### src/rtl/matrix_loader.sv
// Matrix loader: captures up to MAX_DIM x MAX_DIM elements in row-major order
// and presents the complete matrix on a flat output buffer until released.
module matrix_loader #(
    parameter int unsigned DATA_WIDTH = 9,
    parameter int unsigned MAX_DIM    = 5
) (
    input  logic                  clk,
    input  logic                  reset_n,
    input  logic                  start,
    input  logic [2:0]            r_in,
    input  logic [2:0]            c_in,
    input  logic                  elem_valid,
    input  logic [DATA_WIDTH-1:0] elem_data,
    // "release" is a reserved word in SystemVerilog, hence the prefix
    input  logic                  mat_release,
    input  logic                  abort,
    output logic                  elem_ready,
    output logic [2:0]            r,
    output logic [2:0]            c,
    output logic [DATA_WIDTH-1:0] data_out_0,
    output logic [DATA_WIDTH-1:0] data_out_1,
    output logic [DATA_WIDTH-1:0] data_out_2,
    output logic [DATA_WIDTH-1:0] data_out_3,
    output logic [DATA_WIDTH-1:0] data_out_4,
    output logic [DATA_WIDTH-1:0] data_out_5,
    output logic [DATA_WIDTH-1:0] data_out_6,
    output logic [DATA_WIDTH-1:0] data_out_7,
    output logic [DATA_WIDTH-1:0] data_out_8,
    output logic [DATA_WIDTH-1:0] data_out_9,
    output logic [DATA_WIDTH-1:0] data_out_10,
    output logic [DATA_WIDTH-1:0] data_out_11,
    output logic [DATA_WIDTH-1:0] data_out_12,
    output logic [DATA_WIDTH-1:0] data_out_13,
    output logic [DATA_WIDTH-1:0] data_out_14,
    output logic [DATA_WIDTH-1:0] data_out_15,
    output logic [DATA_WIDTH-1:0] data_out_16,
    output logic [DATA_WIDTH-1:0] data_out_17,
    output logic [DATA_WIDTH-1:0] data_out_18,
    output logic [DATA_WIDTH-1:0] data_out_19,
    output logic [DATA_WIDTH-1:0] data_out_20,
    output logic [DATA_WIDTH-1:0] data_out_21,
    output logic [DATA_WIDTH-1:0] data_out_22,
    output logic [DATA_WIDTH-1:0] data_out_23,
    output logic [DATA_WIDTH-1:0] data_out_24,
    output logic [4:0]            elem_count,
    output logic                  en,
    output logic                  busy,
    output logic                  dim_err
);

    localparam int unsigned NUM_ELEM = MAX_DIM * MAX_DIM;
    localparam int unsigned DIM_W    = 3;
    localparam int unsigned CNT_W    = 5;
    localparam int unsigned PROD_W   = CNT_W + 1;

    typedef enum logic [1:0] {
        S_IDLE  = 2'd0,
        S_LOAD  = 2'd1,
        S_VALID = 2'd2
    } state_t;

    state_t                 state;
    state_t                 state_next;
    logic [DIM_W-1:0]       r_q;
    logic [DIM_W-1:0]       c_q;
    logic [CNT_W-1:0]       count_q;
    logic                   en_q;
    logic                   busy_q;
    logic                   ready_q;
    logic                   dim_err_q;
    logic [DATA_WIDTH-1:0]  mem [NUM_ELEM];

    logic                   dims_ok;
    logic [PROD_W-1:0]      total;
    logic [PROD_W-1:0]      count_inc;
    logic                   load_start;
    logic                   accept;
    logic                   clear_all;
    logic                   dim_err_next;

    assign dims_ok   = (r_in != '0) && (r_in <= DIM_W'(MAX_DIM)) &&
                       (c_in != '0) && (c_in <= DIM_W'(MAX_DIM));
    assign total     = PROD_W'(r_q) * PROD_W'(c_q);
    assign count_inc = PROD_W'(count_q) + PROD_W'(1);

    // Next-state and datapath control; abort overrides every state
    always_comb begin
        state_next   = state;
        load_start   = 1'b0;
        accept       = 1'b0;
        clear_all    = 1'b0;
        dim_err_next = 1'b0;
        if (abort) begin
            state_next = S_IDLE;
            clear_all  = 1'b1;
        end else begin
            case (state)
                S_IDLE: begin
                    if (start) begin
                        if (dims_ok) begin
                            load_start = 1'b1;
                            clear_all  = 1'b1;
                            state_next = S_LOAD;
                        end else begin
                            dim_err_next = 1'b1;
                        end
                    end
                end
                S_LOAD: begin
                    if (elem_valid) begin
                        accept = 1'b1;
                        if (count_inc == total) begin
                            state_next = S_VALID;
                        end
                    end
                end
                S_VALID: begin
                    if (mat_release) begin
                        state_next = S_IDLE;
                    end
                end
                default: state_next = S_IDLE;
            endcase
        end
    end

    // State register; status outputs are decoded from the next state so they
    // line up exactly with the registered state
    always_ff @(posedge clk or negedge reset_n) begin
        if (!reset_n) begin
            state     <= S_IDLE;
            en_q      <= 1'b0;
            busy_q    <= 1'b0;
            ready_q   <= 1'b0;
            dim_err_q <= 1'b0;
        end else begin
            state     <= state_next;
            en_q      <= (state_next == S_VALID);
            busy_q    <= (state_next != S_IDLE);
            ready_q   <= (state_next == S_LOAD);
            dim_err_q <= dim_err_next;
        end
    end

    // Dimensions, element counter and matrix buffer
    always_ff @(posedge clk or negedge reset_n) begin
        if (!reset_n) begin
            r_q     <= '0;
            c_q     <= '0;
            count_q <= '0;
            for (int unsigned k = 0; k < NUM_ELEM; k++) begin
                mem[k] <= '0;
            end
        end else begin
            if (load_start) begin
                r_q <= r_in;
                c_q <= c_in;
            end
            if (clear_all) begin
                count_q <= '0;
            end else if (accept) begin
                count_q <= count_q + CNT_W'(1);
            end
            for (int unsigned k = 0; k < NUM_ELEM; k++) begin
                if (clear_all) begin
                    mem[k] <= '0;
                end else if (accept && (count_q == CNT_W'(k))) begin
                    mem[k] <= elem_data;
                end
            end
        end
    end

    assign elem_ready  = ready_q;
    assign r           = r_q;
    assign c           = c_q;
    assign elem_count  = count_q;
    assign en          = en_q;
    assign busy        = busy_q;
    assign dim_err     = dim_err_q;

    assign data_out_0  = mem[0];
    assign data_out_1  = mem[1];
    assign data_out_2  = mem[2];
    assign data_out_3  = mem[3];
    assign data_out_4  = mem[4];
    assign data_out_5  = mem[5];
    assign data_out_6  = mem[6];
    assign data_out_7  = mem[7];
    assign data_out_8  = mem[8];
    assign data_out_9  = mem[9];
    assign data_out_10 = mem[10];
    assign data_out_11 = mem[11];
    assign data_out_12 = mem[12];
    assign data_out_13 = mem[13];
    assign data_out_14 = mem[14];
    assign data_out_15 = mem[15];
    assign data_out_16 = mem[16];
    assign data_out_17 = mem[17];
    assign data_out_18 = mem[18];
    assign data_out_19 = mem[19];
    assign data_out_20 = mem[20];
    assign data_out_21 = mem[21];
    assign data_out_22 = mem[22];
    assign data_out_23 = mem[23];
    assign data_out_24 = mem[24];

endmodule

### config.mk
export PLATFORM = sky130hd
export DESIGN_NAME = matrix_loader
export DESIGN_NICKNAME = d
export VERILOG_FILES = /design/src/rtl/matrix_loader.sv
export SDC_FILE = /design/constraint.sdc
export NUM_CORES = 1
export LEC_CHECK = 0
export BUFFER_PORTS_ARGS = -buffer_cell sky130_fd_sc_hd__buf_2
export CAP_MARGIN = 40
export CORE_MARGIN = 2
export CORE_UTILIZATION = 53
export DETAILED_ROUTE_END_ITERATION = 12
export PLACE_DENSITY = 0.8
export SYNTH_ARGS = -nofsm -noshare
export SYNTH_HDL_FRONTEND = slang
export SYNTH_SLANG_ARGS = --single-unit
export TNS_END_PERCENT = 5
### constraint.sdc
create_clock -name clk -period 3.2 [get_ports clk]
set_input_delay 0.48 -clock clk [delete_from_list [all_inputs] [get_ports clk]]
set_output_delay 0.48 -clock clk [all_outputs]
set_load 0.1 [all_outputs]
### Yosys cells after proc, flatten, opt, wreduce, memory -nomap -nowiden

Index checks and enable logic that the tools add are counted.

| operators by class | value |
|---|---|
| $lt $le $gt $ge | 2 |
| reductions and logical operators | 59 |
| equal/unequal tests | 29 |
| add/sub/neg operators | 2 |
| multiply operators | 1 |
| multiplexer cells | 71 |

Operators with widths:

| operator | number |
|---|---|
| 2-to-1 mux 9 bit | 50 |
| nonzero test 2 bit | 27 |
| equality test 5 bit, second input constant | 9 |
| equality test 5 x 4 -> 1 bit, second input constant | 8 |
| logical AND 1 bit | 28 |
| equality test 5 x 3 -> 1 bit, second input constant | 4 |
| 2-to-1 mux 1 bit | 12 |
| 2-to-1 mux 2 bit | 6 |
| equality test 5 x 2 -> 1 bit, second input constant | 2 |
| 2-to-1 mux 5 bit | 2 |
| adder 5 x 1 -> 6 bit, second input constant | 1 |
| equality test 6 bit | 1 |
| <= comparator 3 bit, second input constant | 2 |
| multiplier 3 x 3 -> 6 bit | 1 |
| case mux 2 bit (3 select lines) | 1 |
| nonzero test 3 bit | 2 |
| adder 5 x 1 -> 5 bit, second input constant | 1 |
| equality test 5 x 1 -> 1 bit, second input constant | 1 |
| zero test 5 bit | 1 |
| equality test 2 x 1 -> 1 bit, second input constant | 2 |
| equality test 2 bit, second input constant | 2 |
| zero test 2 bit | 1 |

| word-level totals | value |
|---|---|
| register bits after elaboration | 242 |
| logic and storage cells | 197 |

### Longest topological paths before layout

| logic depth | value |
|---|---|
| depth after elaboration | 9 |
| gate-level depth with buffers | 9 |
| depth with buffers taken out | 9 |

### Worst setup path before layout

No wires, ideal clock.

| timing | value |
|---|---|
| kind | register to register |
| start point | reg c_q[1], in the netlist c[1] |
| end point | reg busy_q, in the netlist busy |
| stages on the path, launching flop included | 10 |
| data required time | 3.113 ns |
| slack | -0.131 ns |
| library setup time | 0.087 ns |
| arrival time | 3.245 ns |
| clock period less this slack | 3.331 ns |
| cell sequence | dfrtp_1 and2_1 fa_1 ha_1 fa_1 xnor2_1 xnor2_1 o2111ai_1 or3_1 o211ai_1 |

| between the ends | value |
|---|---|
| word-level cells in the longest chain between the ends | 7 |

Ends and longest elaborated chain:

| what | line | text |
|---|---|---|
| from (decl) | 65 | `logic [DIM_W-1:0] c_q;` |
| from (signal assigned) | 157 | `c_q <= c_in;` |
| multiplier 3 x 3 -> 6 bit | 83 | `assign total = PROD_W'(r_q) * PROD_W'(c_q);` |
| equality test 6 bit | 112 | `if (count_inc == total) begin` |
| 2-to-1 mux 2 bit | 112 |  |
| 2-to-1 mux 2 bit | 110 | `if (elem_valid) begin` |
| case mux 2 bit (3 select lines) | 97 | `case (state)` |
| 2-to-1 mux 2 bit | 93 | `if (abort) begin` |
| nonzero test 2 bit | 139 | `busy_q <= (state_next != S_IDLE);` |
| to (signal assigned) | 139 |  |
| to (decl) | 68 | `logic busy_q;` |

No other way between the ends.
A chain may end at the register's enable or synchronous reset.

### Worst setup path after layout

| timing | value |
|---|---|
| start point | reg c_q[2], in the netlist c[2] |
| end point | reg busy_q, in the netlist busy |

Same word-level chain as after synthesis.

==> impl_results.md <==
- Synth cell count leaders: dfrtp_1 (242), nor2_1 (142), mux2i_1 (135)
- Share of layout cells above drive strength 1: 27.41%
- Clk sinks: 242
- Core area: 0.01933 mm^2
- Tmin final: a little under 3 ns
- Ports: roughly 260
- Flops & latches, synth: 242
- Fin nets: 1240
- Via density: 5.511
- Worst reg2reg startpoint: c[2]
- Die width: 144.0 um
- Remaining Overflow, GRT: 0
- Met3 Resource Use GR: 6.864%
- Clock tree buffer depth: 3
- Syn nets: 1026
- Crit. End Element: register
- Routing usage on met1: between 30% and 40%
- DR WL/cell: 19.38 um
- Pre-antenna DRT Iters: 5
- Row count: 51
- EDFF count, synth: 0
- Pleak: 6.723 nW
- CP startpoint kind: register
- Status: completed
- CTS Buf Count: 25
- Clock Pin Slew Worst Setup and Hold Paths: 0.06 ns
- CP Class: reg -> reg
- CTS root buf: clkbuf_16
- Setup skew after layout: 0.01809 ns
- Post-synth top area share: around three fifths
- PwrDens: about 520 mW/mm^2
- Yosys warns: 0
- Post-Syn Area: 0.01038 mm^2
- Syn Area/Cell: 10.45 um^2
- Synth area leaders: dfrtp_1 (58%), mux2i_1 (13%), nor2_1 (5.1%)
- Ys flop type: dfrtp_1
- # Post-CTS Setup Buffers: 0
- Slew Limit Fails: 0
- Max H-tree Level: 1
- Gate Count Post-Synth: roughly 990
- Area growth, synth to finish: 21.62%
- Post-placement cell count: 1444
- Area leader, netlist: dfrtp_1
- VDD IR max: 0.0003543 V
- GRT Util Overall: 27.38%
- Max FO, Critical Path: 5
- ANT cells: 0
- Final period util: 92.95%
- Tot Pwr: around 0.0066 W
- Layout Cells excl Fill: 1487
- Initial antenna violation count: 0
- Max Fclk: 0.3362 GHz
- Top-count cell post-synth: dfrtp_1
- GP Congestion: slightly above 0.8
- First-pass GRT wire length: 44.21 mm
- Hold Crit Depth: 2
- Hold Crit Start: r_in[0]
- Reg2Reg Depth: 9
- DR iter-0 viols: approximately 570
- Final Hold Slack: 0.2311 ns
- Critical Path AT: 3.38 ns
- Flop2flop setup slack: 0.23 ns
- Number of buffers added on ports: 260
- FF-to-FF End: busy
- Grt peak-use layer: met2
- Initial Util: about 54%
- Ys async rst share: 100.0%
- Clock Latency Late Sink: between 0.5 and 0.6 ns
- Max-Cap Viols: 0
- Final setup violation count: 0
- Slew @ Worst Pin: 0.7857 ns
- Vias in the first global route: 7984
- CP required: 3.61 ns
- Synth cell types: 43
- Slew Limit Headroom: about 48%
- Final number of hold-violating endpoints: 0
- Sequential-to-total area share from yosys stat: 58.33%
- M2 GR Usage: between 40% and 50%
- DRC viols: 0
- Dpl hpwl: around 18 mm
- CTS tree: done
- DR vias: 8195
- Final wirelength: 28.82 mm
- Largest net degree at the start of global routing: 96
- Hold Crit Class: in -> reg
- DIE AREA: 0.02072 mm^2
- Post-DRT Antenna Nets: 0
- Hold Path Sink: r[0]
- Die Ht: 144.0 um
-- power by group --
part           switching, W  internal [W]
Sequential        0.0000282       0.00309
Clock               0.00114       0.00156
Combinational      0.000572      0.000192
Total               0.00174       0.00484
-- metrics by stage --
step	area [um^2]	setup TNS (ns)	util, %	worst slack [ns]
2_1_floorplan	10390	0	-	0.1446
3_3_place_gp	11870	0	61.37	0.3586
3_5_place_dp	11870	0	61.37	0.2812
4_1_cts	12620	0	65.27	0.2113
5_1_grt	12630	-0.0004365	65.30	-0.0004365
6_report	12630	0	65.30	0.2257
-- logic make-up (layout without fill, tap and decap cells) --
| group | after synthesis | in the layout | synth area share, % |
|---|---|---|---|
| flip-flops | 242 | 242 | 58.33 |
| multiplexers | 141 | 141 | 13.67 |
| XOR/XNOR | 11 | 11 | 0.9280 |
| AO/OA/AOI/OAI | 104 | 104 | 5.351 |
| AND/OR/NAND/NOR | 382 | 382 | 16.16 |
| adder cells (fa/ha/maj) | 12 | 12 | 1.591 |
| buffers and inverters | 101 | 330 | 3.965 |
-- worst max-delay path, stage by stage, from the launching register on --
cell       delay (ns)
dfrtp_2          0.42
and2_1           0.18
fa_1             0.54
ha_1             0.22
fa_1             0.45
xnor2_1          0.18
xnor2_1          0.15
o2111ai_2        0.15
or3_1            0.37
o211ai_1         0.21
-- placed cells by master (no fill, tap or decap), types with 2 or more instances in the layout --
cell       count
mux2i_1      135
o21ai_0        2
fa_1           2
inv_1          9
nor2b_1        4
nor2_1       142
clkbuf_8       2
clkinv_2       6
a21oi_1       93
and2_1        12
ha_1          10
xnor2_1       10
buf_4         14
dfrtp_1      236
nor3_4         2
buf_2        259
clkbuf_16     25
dfrtp_2        6
mux2_2         6
nand3_1       91
buf_12         4
nand2_1      111
or3_1          3
and3_1         5
clkbuf_1       8
-- worst max path at each step --
| stage | startpoint | to | slack, ns | depth (start not counted) |
|---|---|---|---|---|
| detailed placement | c[2] | state[1] | 0.28 | 9 |
| finish | c[2] | busy | 0.23 | 9 |
| CTS | c[2] | busy | 0.21 | 9 |
| global route | c[2] | busy | -0.0004 | 9 |
| global placement | c[2] | busy | 0.36 | 9 |
| floorplan | c[2] | busy | 0.14 | 9 |
-- final cells by class --
type	instances	area [um^2]
Fill cell	1535	6709
Sequential cell	242	6063
Multi-Input combinational cell	650	3948
Timing Repair Buffer	279	1506
Clock buffer	35	683.2
Tap cell	265	331.6
Clock inverter	7	60.06
Inverter	9	33.78
-- per-layer routing --
layer,vias to the layer above,part of all wire (%),wire length (um)
li1,3746,-,-
met1,4056,41,11700
met2,331,48,13820
met3,62,8.6,2468
met4,0,2.9,825
met5,-,0,0
-- what timing repair did --
item                                   CTS  global route
gates resized for setup                  0             1
hold buffers                             1             0
endpoints found under the hold margin    7             0
setup endpoints to repair                0             1
Note: power is estimated with default switching activity, not from simulation.
